`config.mk`:
```
export PLATFORM = sky130hd
export DESIGN_NAME = demux1x8_deser_flat
export DESIGN_NICKNAME = d
export VERILOG_FILES = /design/src/rtl/demux1x8_deser_pkg.sv /design/src/rtl/demux1x8_deser_if.sv /design/src/rtl/demux1x8_deser_slot_ctr.sv /design/src/rtl/demux1x8_deser.sv /design/src/flat_wrapper.sv
export SDC_FILE = /design/constraint.sdc
export NUM_CORES = 1
export LEC_CHECK = 0
export ABC_AREA = 1
export CORE_UTILIZATION = 50
export CTS_BUF_LIST = sky130_fd_sc_hd__clkbuf_8 sky130_fd_sc_hd__clkbuf_16
export CTS_CLUSTER_SIZE = 12
export DETAILED_ROUTE_END_ITERATION = 7
export GPL_ROUTABILITY_DRIVEN = 0
export PLACE_DENSITY = 0.84
export SYNTH_ARGS = -nofsm -noshare
export SYNTH_HDL_FRONTEND = slang
export SYNTH_SLANG_ARGS = --single-unit
```
`constraint.sdc`:
```
create_clock -name clk -period 1.6 [get_ports clk]
set_input_delay 0.16 -clock clk [delete_from_list [all_inputs] [get_ports clk]]
set_output_delay 0.16 -clock clk [all_outputs]
set_load 0.02 [all_outputs]
```
`src/rtl/demux1x8_deser_pkg.sv`:
```
// Shared constants and types for the 1-to-8 deserializer and its mux8x1 counterpart.
// The slot-index type is shared with the mux-side benches so both ends agree on width.
package demux_pkg;

  localparam int DEMUX_N     = 8;
  localparam int DEMUX_SEL_W = 3;

  typedef logic [DEMUX_SEL_W-1:0] slot_idx_t;
  typedef logic [DEMUX_N-1:0]     word_t;

endpackage : demux_pkg

```
`src/rtl/demux1x8_deser_if.sv`:
```
// Serial-in / parallel-out bus of the deserializer.
// The master side drives the serial bit stream; the slave side is the deserializer.
interface demux1x8_deser_if;
  import demux_pkg::*;

  logic      in_valid;
  logic      in_bit;
  logic      auto;
  slot_idx_t sel;
  logic      commit;
  word_t     ot;
  logic      ot_valid;
  slot_idx_t slot;

  modport master (
    output in_valid, in_bit, auto, sel, commit,
    input  ot, ot_valid, slot
  );

  modport slave (
    input  in_valid, in_bit, auto, sel, commit,
    output ot, ot_valid, slot
  );

endinterface : demux1x8_deser_if

```
`src/rtl/demux1x8_deser_slot_ctr.sv`:
```
// Wrap-around slot counter with enable and synchronous clear.
// Clear wins over enable so a mode switch always lands on slot 0.
module slot_ctr
  import demux_pkg::*;
#(
  parameter int W = DEMUX_SEL_W
) (
  input  logic         clk,
  input  logic         rst,
  input  logic         clr,
  input  logic         en,
  output logic [W-1:0] cnt
);

  logic [W-1:0] cnt_q;
  logic [W-1:0] cnt_d;

  always_comb begin
    cnt_d = cnt_q;
    if (clr) begin
      cnt_d = '0;
    end else if (en) begin
      cnt_d = cnt_q + W'(1);
    end
  end

  always_ff @(posedge clk) begin
    if (rst) begin
      cnt_q <= '0;
    end else begin
      cnt_q <= cnt_d;
    end
  end

  assign cnt = cnt_q;

endmodule : slot_ctr

```
`src/rtl/demux1x8_deser.sv`:
```
// Sequential 1-to-8 demultiplexer: steers accepted serial bits into a shadow word and
// publishes it on a registered parallel output, auto-addressed by slot counter or manual via sel/commit.
module demux1x8_deser
  import demux_pkg::*;
#(
  parameter int N     = DEMUX_N,
  parameter int SEL_W = DEMUX_SEL_W
) (
  input  logic              clk,
  input  logic              rst,
  demux1x8_deser_if.slave   bus
);

  logic [N-1:0]     shadow_q;
  logic [N-1:0]     shadow_d;
  logic [N-1:0]     ot_q;
  logic [N-1:0]     ot_d;
  logic             ot_valid_q;
  logic             ot_valid_d;
  logic [N-1:0]     wr_en;
  logic [SEL_W-1:0] slot_cnt;
  logic [SEL_W-1:0] wr_idx;
  logic             publish;
  logic             ctr_clr;
  logic             ctr_en;

  // Manual mode parks the counter at 0 so returning to auto starts a fresh frame.
  assign ctr_clr = ~bus.auto;
  assign ctr_en  = bus.auto & bus.in_valid;

  slot_ctr #(
    .W (SEL_W)
  ) u_slot_ctr (
    .clk (clk),
    .rst (rst),
    .clr (ctr_clr),
    .en  (ctr_en),
    .cnt (slot_cnt)
  );

  assign wr_idx = bus.auto ? slot_cnt : bus.sel;

  genvar gi;
  generate
    for (gi = 0; gi < N; gi++) begin : g_wr_en
      assign wr_en[gi] = bus.in_valid & (wr_idx == SEL_W'(gi));
    end
  endgenerate

  // Publishing from shadow_d gives the same-cycle write bypass in both modes;
  // in auto mode at the last slot this is exactly {in_bit, shadow[N-2:0]}.
  assign publish = bus.auto ? (bus.in_valid & (slot_cnt == SEL_W'(N - 1)))
                            : bus.commit;

  always_comb begin
    shadow_d   = (shadow_q & ~wr_en) | (wr_en & {N{bus.in_bit}});
    ot_d       = ot_q;
    ot_valid_d = publish;
    if (publish) begin
      ot_d = shadow_d;
    end
  end

  always_ff @(posedge clk) begin
    if (rst) begin
      shadow_q   <= '0;
      ot_q       <= '0;
      ot_valid_q <= 1'b0;
    end else begin
      shadow_q   <= shadow_d;
      ot_q       <= ot_d;
      ot_valid_q <= ot_valid_d;
    end
  end

  assign bus.ot       = ot_q;
  assign bus.ot_valid = ot_valid_q;
  assign bus.slot     = slot_cnt;

endmodule : demux1x8_deser

```
`src/flat_wrapper.sv`:
```
// flat-port wrapper written by rule: the top's interface ports become plain ports
module demux1x8_deser_flat import demux_pkg::*;
#(
  parameter int N     = DEMUX_N,
  parameter int SEL_W = DEMUX_SEL_W
)
  (clk, rst, bus_in_valid, bus_in_bit, bus_auto, bus_sel, bus_commit, bus_ot, bus_ot_valid, bus_slot);
  demux1x8_deser_if bus_i ();
  input  logic clk;
  input  logic rst;
  input wire logic [$bits(bus_i.in_valid)-1:0] bus_in_valid;
  input wire logic [$bits(bus_i.in_bit)-1:0] bus_in_bit;
  input wire logic [$bits(bus_i.auto)-1:0] bus_auto;
  input wire logic [$bits(bus_i.sel)-1:0] bus_sel;
  input wire logic [$bits(bus_i.commit)-1:0] bus_commit;
  output wire logic [$bits(bus_i.ot)-1:0] bus_ot;
  output wire logic [$bits(bus_i.ot_valid)-1:0] bus_ot_valid;
  output wire logic [$bits(bus_i.slot)-1:0] bus_slot;
  assign bus_i.in_valid = bus_in_valid;
  assign bus_i.in_bit = bus_in_bit;
  assign bus_i.auto = bus_auto;
  assign bus_i.sel = bus_sel;
  assign bus_i.commit = bus_commit;
  assign bus_ot = bus_i.ot;
  assign bus_ot_valid = bus_i.ot_valid;
  assign bus_slot = bus_i.slot;
  demux1x8_deser #(.N(N), .SEL_W(SEL_W)) u_core (.clk(clk), .rst(rst), .bus(bus_i));
endmodule
```
### After elaboration in Yosys (flattened, before gate mapping)

Index checks and enable logic that the tools add are counted.

* bits in registers: 20
* input bits: 9
* output and inout bits: 12
* logic and storage cells: 32

* add/sub/neg operators: 1
* eq/ne operators: 8
* multiplexer cells: 2
* bitwise operators: 15
* reductions and logical operators: 2

Operators by type and width (number)
* 8-bit AND: 2
* 3-bit equality test (second input constant): 5
* 1-bit AND: 10
* 8-bit NOT: 1
* 8-bit OR: 1
* 3-bit by 2-bit equality test with 1-bit output (second input constant): 2
* 3-bit by 1-bit adder with 3-bit output (second input constant): 1
* 3-bit by 1-bit equality test with 1-bit output (second input constant): 1
* 3-bit zero test: 1
* 3-bit two-way mux: 1
* 2-bit OR reduction: 1
* 1-bit two-way mux: 1
* 1-bit NOT: 1

### Longest topological paths before layout

Gate-level depths: netlist of the first run.

* depth in word-level cells: 6
* depth in mapped cells: 10
* mapped depth without buffers: 9

### By module

A second synthesis of the first run with hierarchy kept.

* cell total of the unflattened synthesis: 158
* area total of the unflattened synthesis: 1186.1 sq um

Modules (own cells, without submodules)
* demux1x8_deser: instances 1, cells an instance 139, area an instance 1047.3 sq um, sequential area each 340.3 sq um
* slot_ctr: instances 1, cells an instance 19, area an instance 138.9 sq um, sequential area each 60.1 sq um

### Worst setup path after synthesis of the first run

OpenSTA, ideal clock, no wires.

* path kind: register to register
* from: reg u_core.u_slot_ctr.cnt_q[0], in the netlist u_core.u_slot_ctr.cnt[0]
* to: reg u_core.ot_q[5], in the netlist u_core.bus.ot[5]
* library setup time: 109 ps
* arrival: 1327 ps
* data required time: 1491 ps
* setup slack: 165 ps
* cell stages (with the launch flop): 10
* path buffers: 1
* period minus slack after synthesis: 1435 ps
* cells stage by stage: dfxtp_1 -> ha_1 -> ha_1 -> nand3_1 -> nand2_4 -> buf_6 -> o21ai_1 -> inv_1 -> nand2_1 -> inv_1

* cells in the longest elaborated chain, start to end: 6
* elaborated cells on any way between the ends: 10
* classes of those cells: eq/ne: 2; mux: 2; bitwise: 6

RTL lines
* from (decl): line demux1x8_deser_slot_ctr.sv:15 `logic [W-1:0] cnt_q;`
* from (signal assigned): line demux1x8_deser_slot_ctr.sv:31 `cnt_q <= cnt_d;`
* 3-bit two-way mux: line demux1x8_deser.sv:41 `assign wr_idx = bus.auto ? slot_cnt : bus.sel;`
* 3-bit equality test: line demux1x8_deser.sv:46 `assign wr_en[gi] = bus.in_valid & (wr_idx == SEL_W'(gi));`
* 1-bit AND: line demux1x8_deser.sv:46
* 8-bit NOT: line demux1x8_deser.sv:56 `shadow_d = (shadow_q & ~wr_en) | (wr_en & {N{bus.in_bit}});`
* 8-bit AND: line demux1x8_deser.sv:56
* 8-bit OR: line demux1x8_deser.sv:56
* to (signal assigned): line demux1x8_deser.sv:71 `ot_q <= ot_d;`
* to (decl): line demux1x8_deser.sv:16 `logic [N-1:0] ot_q;`

Several ways; a longest one is shown, not always the timed one.
A chain may end at the register's enable or synchronous reset.

### Worst setup path after layout of the first run

* from: reg u_core.u_slot_ctr.cnt_q[0], in the netlist u_core.u_slot_ctr.cnt[0]
* to: reg u_core.ot_q[0], in the netlist u_core.bus.ot[0]

* cells in the longest elaborated chain, start to end: 6
* elaborated cells on any way between the ends: 10
* classes of those cells: eq/ne: 1; mux: 2; bitwise: 6; reduce/logical: 1

RTL lines (line)
* 3-bit two-way mux: demux1x8_deser.sv:41
* 3-bit zero test: demux1x8_deser.sv:46
* 1-bit AND: demux1x8_deser.sv:46
* 8-bit NOT: demux1x8_deser.sv:56
* 8-bit AND: demux1x8_deser.sv:56
* 8-bit OR: demux1x8_deser.sv:56

Several ways; a longest one is shown, not always the timed one.

==> reports/qor.yml, run 1 <==
cts_tree: "done"
ios: 21
drive_gt1_share_pct: 16.97
cts_inserted_buffers: 3
cts.path.max_buffers: 2
grt_antenna_before_repair: 0
core-area_um2: 2002
grt_util_all_layers_pct: 19.09
final_antenna_net_count: 0
place_hpwl_mm: 1.592
fin_util_pct: 69.06
root_buffer: "clkbuf_8"
status: "complete, no violations"
final_common_cell: "nand2_1"
port_buffers: 20
syn_nets: 154
timing.max_cap.violations: 0
routed_wl_mm: 2.062
die-area_um2: 2378
cts_setup_buffers: 0
finClkSkew_ns: 0.008286
avgSynthCellArea_um2: 7.647
crit_path_max_incr_delay_ns: 0.35
area_growth_syn_to_layout_pct: 26.43
cts_num_sinks: 20
synth_top_cell_by_area: "dfxtp_1"
initial_core_util_pct: 54.63
drt-initial-drc-count: 9
path_clk_slew_ns: 0.08
start_kind: "flip-flop"
max_freq_ghz: 0.6916
vias: 926
pre_cts_slack_ns: 0.03964
die_h_um: 48.77
min_path_type: "flip-flop to flip-flop"
setup_viol: 0
slowest_stage: "dfxtp_1"
fill_cells: 169
worst_setup_path_end_kind: "flip-flop"
setup_tns_ns: 0
syn-instance-count: 143
die_x_um: 48.77
firstDrtPassIters: 4
grt_pass1_vias: 829
synth_warnings: 0
arrival_ns: 1.62
period_share_pct: 90.37
cp.required_ns: 1.77
critPathMaxFanout: 16
grt_start_max_net_pins: 17
multi_input_area_um2: 560.5
final_max_slew_viol_count: 0
worst_slew_pin_slew_ns: 0.4130
seqCellArea_um2: 400.4
netlist.area_leader.share_pct: 36.61
holdBufCountCts: 0
power_density_nw_per_um2: 913.3
setup_ws_ns: 0.1541
rsz0062_at_grt: "false"
grt_pass1_wl_mm: 3.450
grt_overflow: 0
r2r_slack_ns: 0.15
p_leak_nw: 0.6655
syn-cell-area_um2: 1094
via_per_inst: 4.823
diodes: 0
min_period_ns: 1.446
cts-htree-levels: 1
seq_area_frac_synth_pct: 36.61
slew_headroom_pct: 72.43
drc_errors: 0
hold_viol: 0
crit_chain: "ha_1, ha_1, nand3_1, nand2_4, o21ai_0, inv_1, nand2_1, inv_1"
synth.distinct_cells: 17
wire_per_inst_um: 10.74
ir_drop_uv: 730.1
p_total_mw: 1.263
synthTopCellsByArea: "dfxtp_1 (37%), nand2_1 (10%), inv_1 (8.2%)"
holdWs_ns: 0.4751
ys_ff_latch: 20
row_count: 16
final_cell_mix: "nand2_1 (30), inv_1 (24), clkdlybuf4s50_1 (20), dfxtp_1 (20), nand3_1 (17)"
clock_latency_ns: 0.26
fin_nets: 177
critical_path_class: "flip-flop to flip-flop"
==> worst max-delay path: cells and delay by family (launching register included) <==
family	cells	cell delay (ns)
and+or+nand+nor	3	0.36
AOI/OAI and AO/OA	1	0.17
buffers and inverters	2	0.10
adders and majority gates	2	0.38
DFF	1	0.35
==> through the flow <==
stage | area [µm²] | instances
2_1_floorplan | 1094 | 143
4_1_cts | 1383 | 192
6_report | 1383 | 192
3_5_place_dp | 1311 | 188
5_1_grt | 1383 | 192
3_3_place_gp | 1311 | 188
==> worst paths after layout <==
path / end / start / cells after the start
max reg2reg: u_core.bus.ot[0] / u_core.u_slot_ctr.cnt[0] / 8
max: u_core.bus.ot[0] / u_core.u_slot_ctr.cnt[0] / 8
min: u_core.shadow_q[1] / u_core.shadow_q[1] / 2
min reg2reg: u_core.shadow_q[1] / u_core.shadow_q[1] / 2
==> per-layer routing <==
metal / global-route usage [%] / vias to the layer above / part of all wire (%)
li1: - / 496 / -
met2: 32.87 / 20 / 49
met3: 3.774 / 5 / 3.8
met4: 8.824 / 0 / 1.7
met5: 0 / - / 0
met1: 22.61 / 405 / 46
==> cell type report <==
| cell class | count | share of cell area, % |
|---|---|---|
| well taps | 27 | 2.443 |
| multi-input cells | 94 | 40.54 |
| clock inverters | 1 | 2.172 |
| flip-flops and latches | 20 | 28.96 |
| repair buffers | 22 | 15.57 |
| clock buffers | 3 | 2.986 |
| inverters | 25 | 7.330 |
==> synthesized netlist by cell type <==
cell	instances
nand2_1	30
inv_1	24
dfxtp_1	20
nand3_1	17
a21oi_1	12
o21ai_0	9
nand2_4	8
nand2_2	7
nor2_4	4
buf_6	2
ha_1	2
nor2_8	2
o21ai_1	2
buf_2	1
clkbuf_1	1
inv_8	1
nor2_1	1
==> registers in the layout, indices dropped and copies added (netlist names) <==
signal / count
u_core.bus.ot: 8
u_core.bus.ot_valid: 1
u_core.shadow_q: 8
u_core.u_slot_ctr.cnt: 3
==> power by group <==
part           switching [mW]  internal (mW)
Clock                   0.170          0.334
Combinational           0.133         0.0951
Sequential             0.0105          0.519
==> repair_timing <==
item | in CTS | in global routing
endpoints found under the setup margin | 0 | 1
hold endpoints to repair | 0 | 0
gates resized for setup | 0 | 1
==> logic make-up after synthesis <==
logic type	after synthesis	share of synthesized area [%]
buffers and inverters	29	12.13
adders and majority gates	2	2.288
AOI/OAI and AO/OA	23	10.53
and+or+nand+nor	69	38.44
DFF	20	36.61
Note: power is estimated with default switching activity, not from simulation.
==> inputs of run 2 (changes only) <==
- CORE_ASPECT_RATIO: unset -> 0.7
==> run 2 against run 1 <==
  * Flip-flop and latch count is the same
  * Register-to-register slack is essentially flat
  * Worst setup slack lost 0.0035 ns
  * Via count grew 2.1%
  * The run now ends with design-rule violations left
  * Largest cell class unchanged
  * Sequential share of layout area grew 0.48 points
  * Largest power group unchanged
==> reports/qor.yml, run 2 (synthesized netlist as in run 1, its figures left out) <==
fin_util_pct: 69.68
r2r_slack_ns: 0.15
row_count: 13
final_antenna_net_count: 0
holdWs_ns: 0.4688
final_cell_mix: "nand2_1 (30), inv_1 (24), clkdlybuf4s50_1 (20), dfxtp_1 (20), nand3_1 (17)"
grt_overflow: 0
setup_ws_ns: 0.1506
ir_drop_uv: 702.7
crit_start: "u_core.u_slot_ctr.cnt[0]"
finClkSkew_ns: 0.004713
pre_cts_slack_ns: 0.02865
cts_num_sinks: 20
grt_pass1_wl_mm: 3.401
wire_per_inst_um: 11.28
slew_headroom_pct: 73.41
ios: 21
cts_resized: 0
grt_pass1_vias: 772
final_max_slew_viol_count: 0
initial_core_util_pct: 56.03
area_growth_syn_to_layout_pct: 24.37
root_buffer: "clkbuf_8"
fill_cells: 152
fin_area_um2: 1360
arrival_ns: 1.61
cts_inserted_buffers: 3
timing.max_cap.violations: 0
p_total_mw: 1.140
placed_cells_incl_taps: 183
cts_tree: "done"
slowest_stage: "dfxtp_1"
routed_wl_mm: 2.110
grt_start_max_net_pins: 17
cts_setup_buffers: 0
grt_util_all_layers_pct: 19.89
path_clk_slew_ns: 0.07
path_depth: 8
drive_gt1_share_pct: 16.97
violations: "design-rule violations"
cp_top_family: "adder cells"
period_share_pct: 90.59
final_common_cell: "nand2_1"
place_area_um2: 1305
via_per_inst: 5.053
crit_path_max_incr_delay_ns: 0.34
cp.required_ns: 1.76
drt-initial-drc-count: 39
status: "finished, violations left"
hold_viol: 0
reg2reg_to: "u_core.bus.ot[4]"
cts-htree-levels: 1
cts.path.max_buffers: 2
diodes: 0
clock_latency_ns: 0.26
die_x_um: 57.90
die_h_um: 41.13
critical_path_class: "flip-flop to flip-flop"
setup_tns_ns: 0
min_path_type: "flip-flop to flip-flop"
port_buffers: 20
firstDrtPassIters: 6
fin_nets: 177
setup_viol: 0
crit_chain: "ha_1, ha_1, nand3_1, nand2_4, o21ai_0, inv_1, nand2_1, inv_1"
critPathMaxFanout: 16
path_buf_inv: 2
place_hpwl_mm: 1.652
rsz0062_at_grt: "false"
fin_cells: 187
max_freq_ghz: 0.6899
p_leak_nw: 0.6585
worstRegToRegCells: 8
worstSetupEndpoint: "u_core.bus.ot[4]"
core-area_um2: 1952
die-area_um2: 2381
drc_errors: 1
worst_slew_pin_slew_ns: 0.3985
power_density_nw_per_um2: 838.3
worst_setup_path_end_kind: "flip-flop"
vias: 945
rr_startpoint: "u_core.u_slot_ctr.cnt[0]"
grt_antenna_before_repair: 0
start_kind: "flip-flop"
min_period_ns: 1.449
holdBufCountCts: 0
[run 2: cell types whose count changed in the layout (fill, tap and decap cells not counted), sizes merged]
cell    delta
bufinv     -1
clkbuf     +1
[run 2: worst min-delay path by stage]
stage	startpoint	to	cells after the start
2_1_floorplan	bus_commit	u_core.bus.ot_valid	2
5_1_grt	u_core.shadow_q[2]	u_core.shadow_q[2]	2
3_5_place_dp	u_core.shadow_q[1]	u_core.shadow_q[1]	2
4_1_cts	u_core.shadow_q[1]	u_core.shadow_q[1]	2
6_report	u_core.shadow_q[1]	u_core.shadow_q[1]	2
3_3_place_gp	u_core.shadow_q[1]	u_core.shadow_q[1]	2
[run 2: per-layer routing]
metal  part of all wire, %  GRT usage (%)
met1                    47          24.58
met2                    45          32.47
met3                   5.1          5.363
met4                   2.4          11.31
met5                     0              0
[run 2: cell type report]
cell class                      count  area, µm²  share of cell area [%]
Tap cell                           22      27.53                   2.024
Sequential cell                    20      400.4                   29.44
Multi-Input combinational cell     94      560.5                   41.21
Timing Repair Buffer               22      215.2                   15.82
Inverter                           25      101.3                   7.452
Clock buffer                        4      55.05                   4.048
[run 2: power by group]
| group | switching, mW | total, mW | internal (mW) |
|---|---|---|---|
| registers | 0.0104 | 0.530 | 0.520 |
| clock network | 0.162 | 0.381 | 0.219 |
| logic | 0.134 | 0.229 | 0.0952 |
[run 2: worst min-delay path, delay by kind of cell (launching register included)]
kind	cells	cell delay, ns
AND/OR/NAND/NOR	1	0.06
flip-flops	1	0.31
AO/OA/AOI/OAI	1	0.05
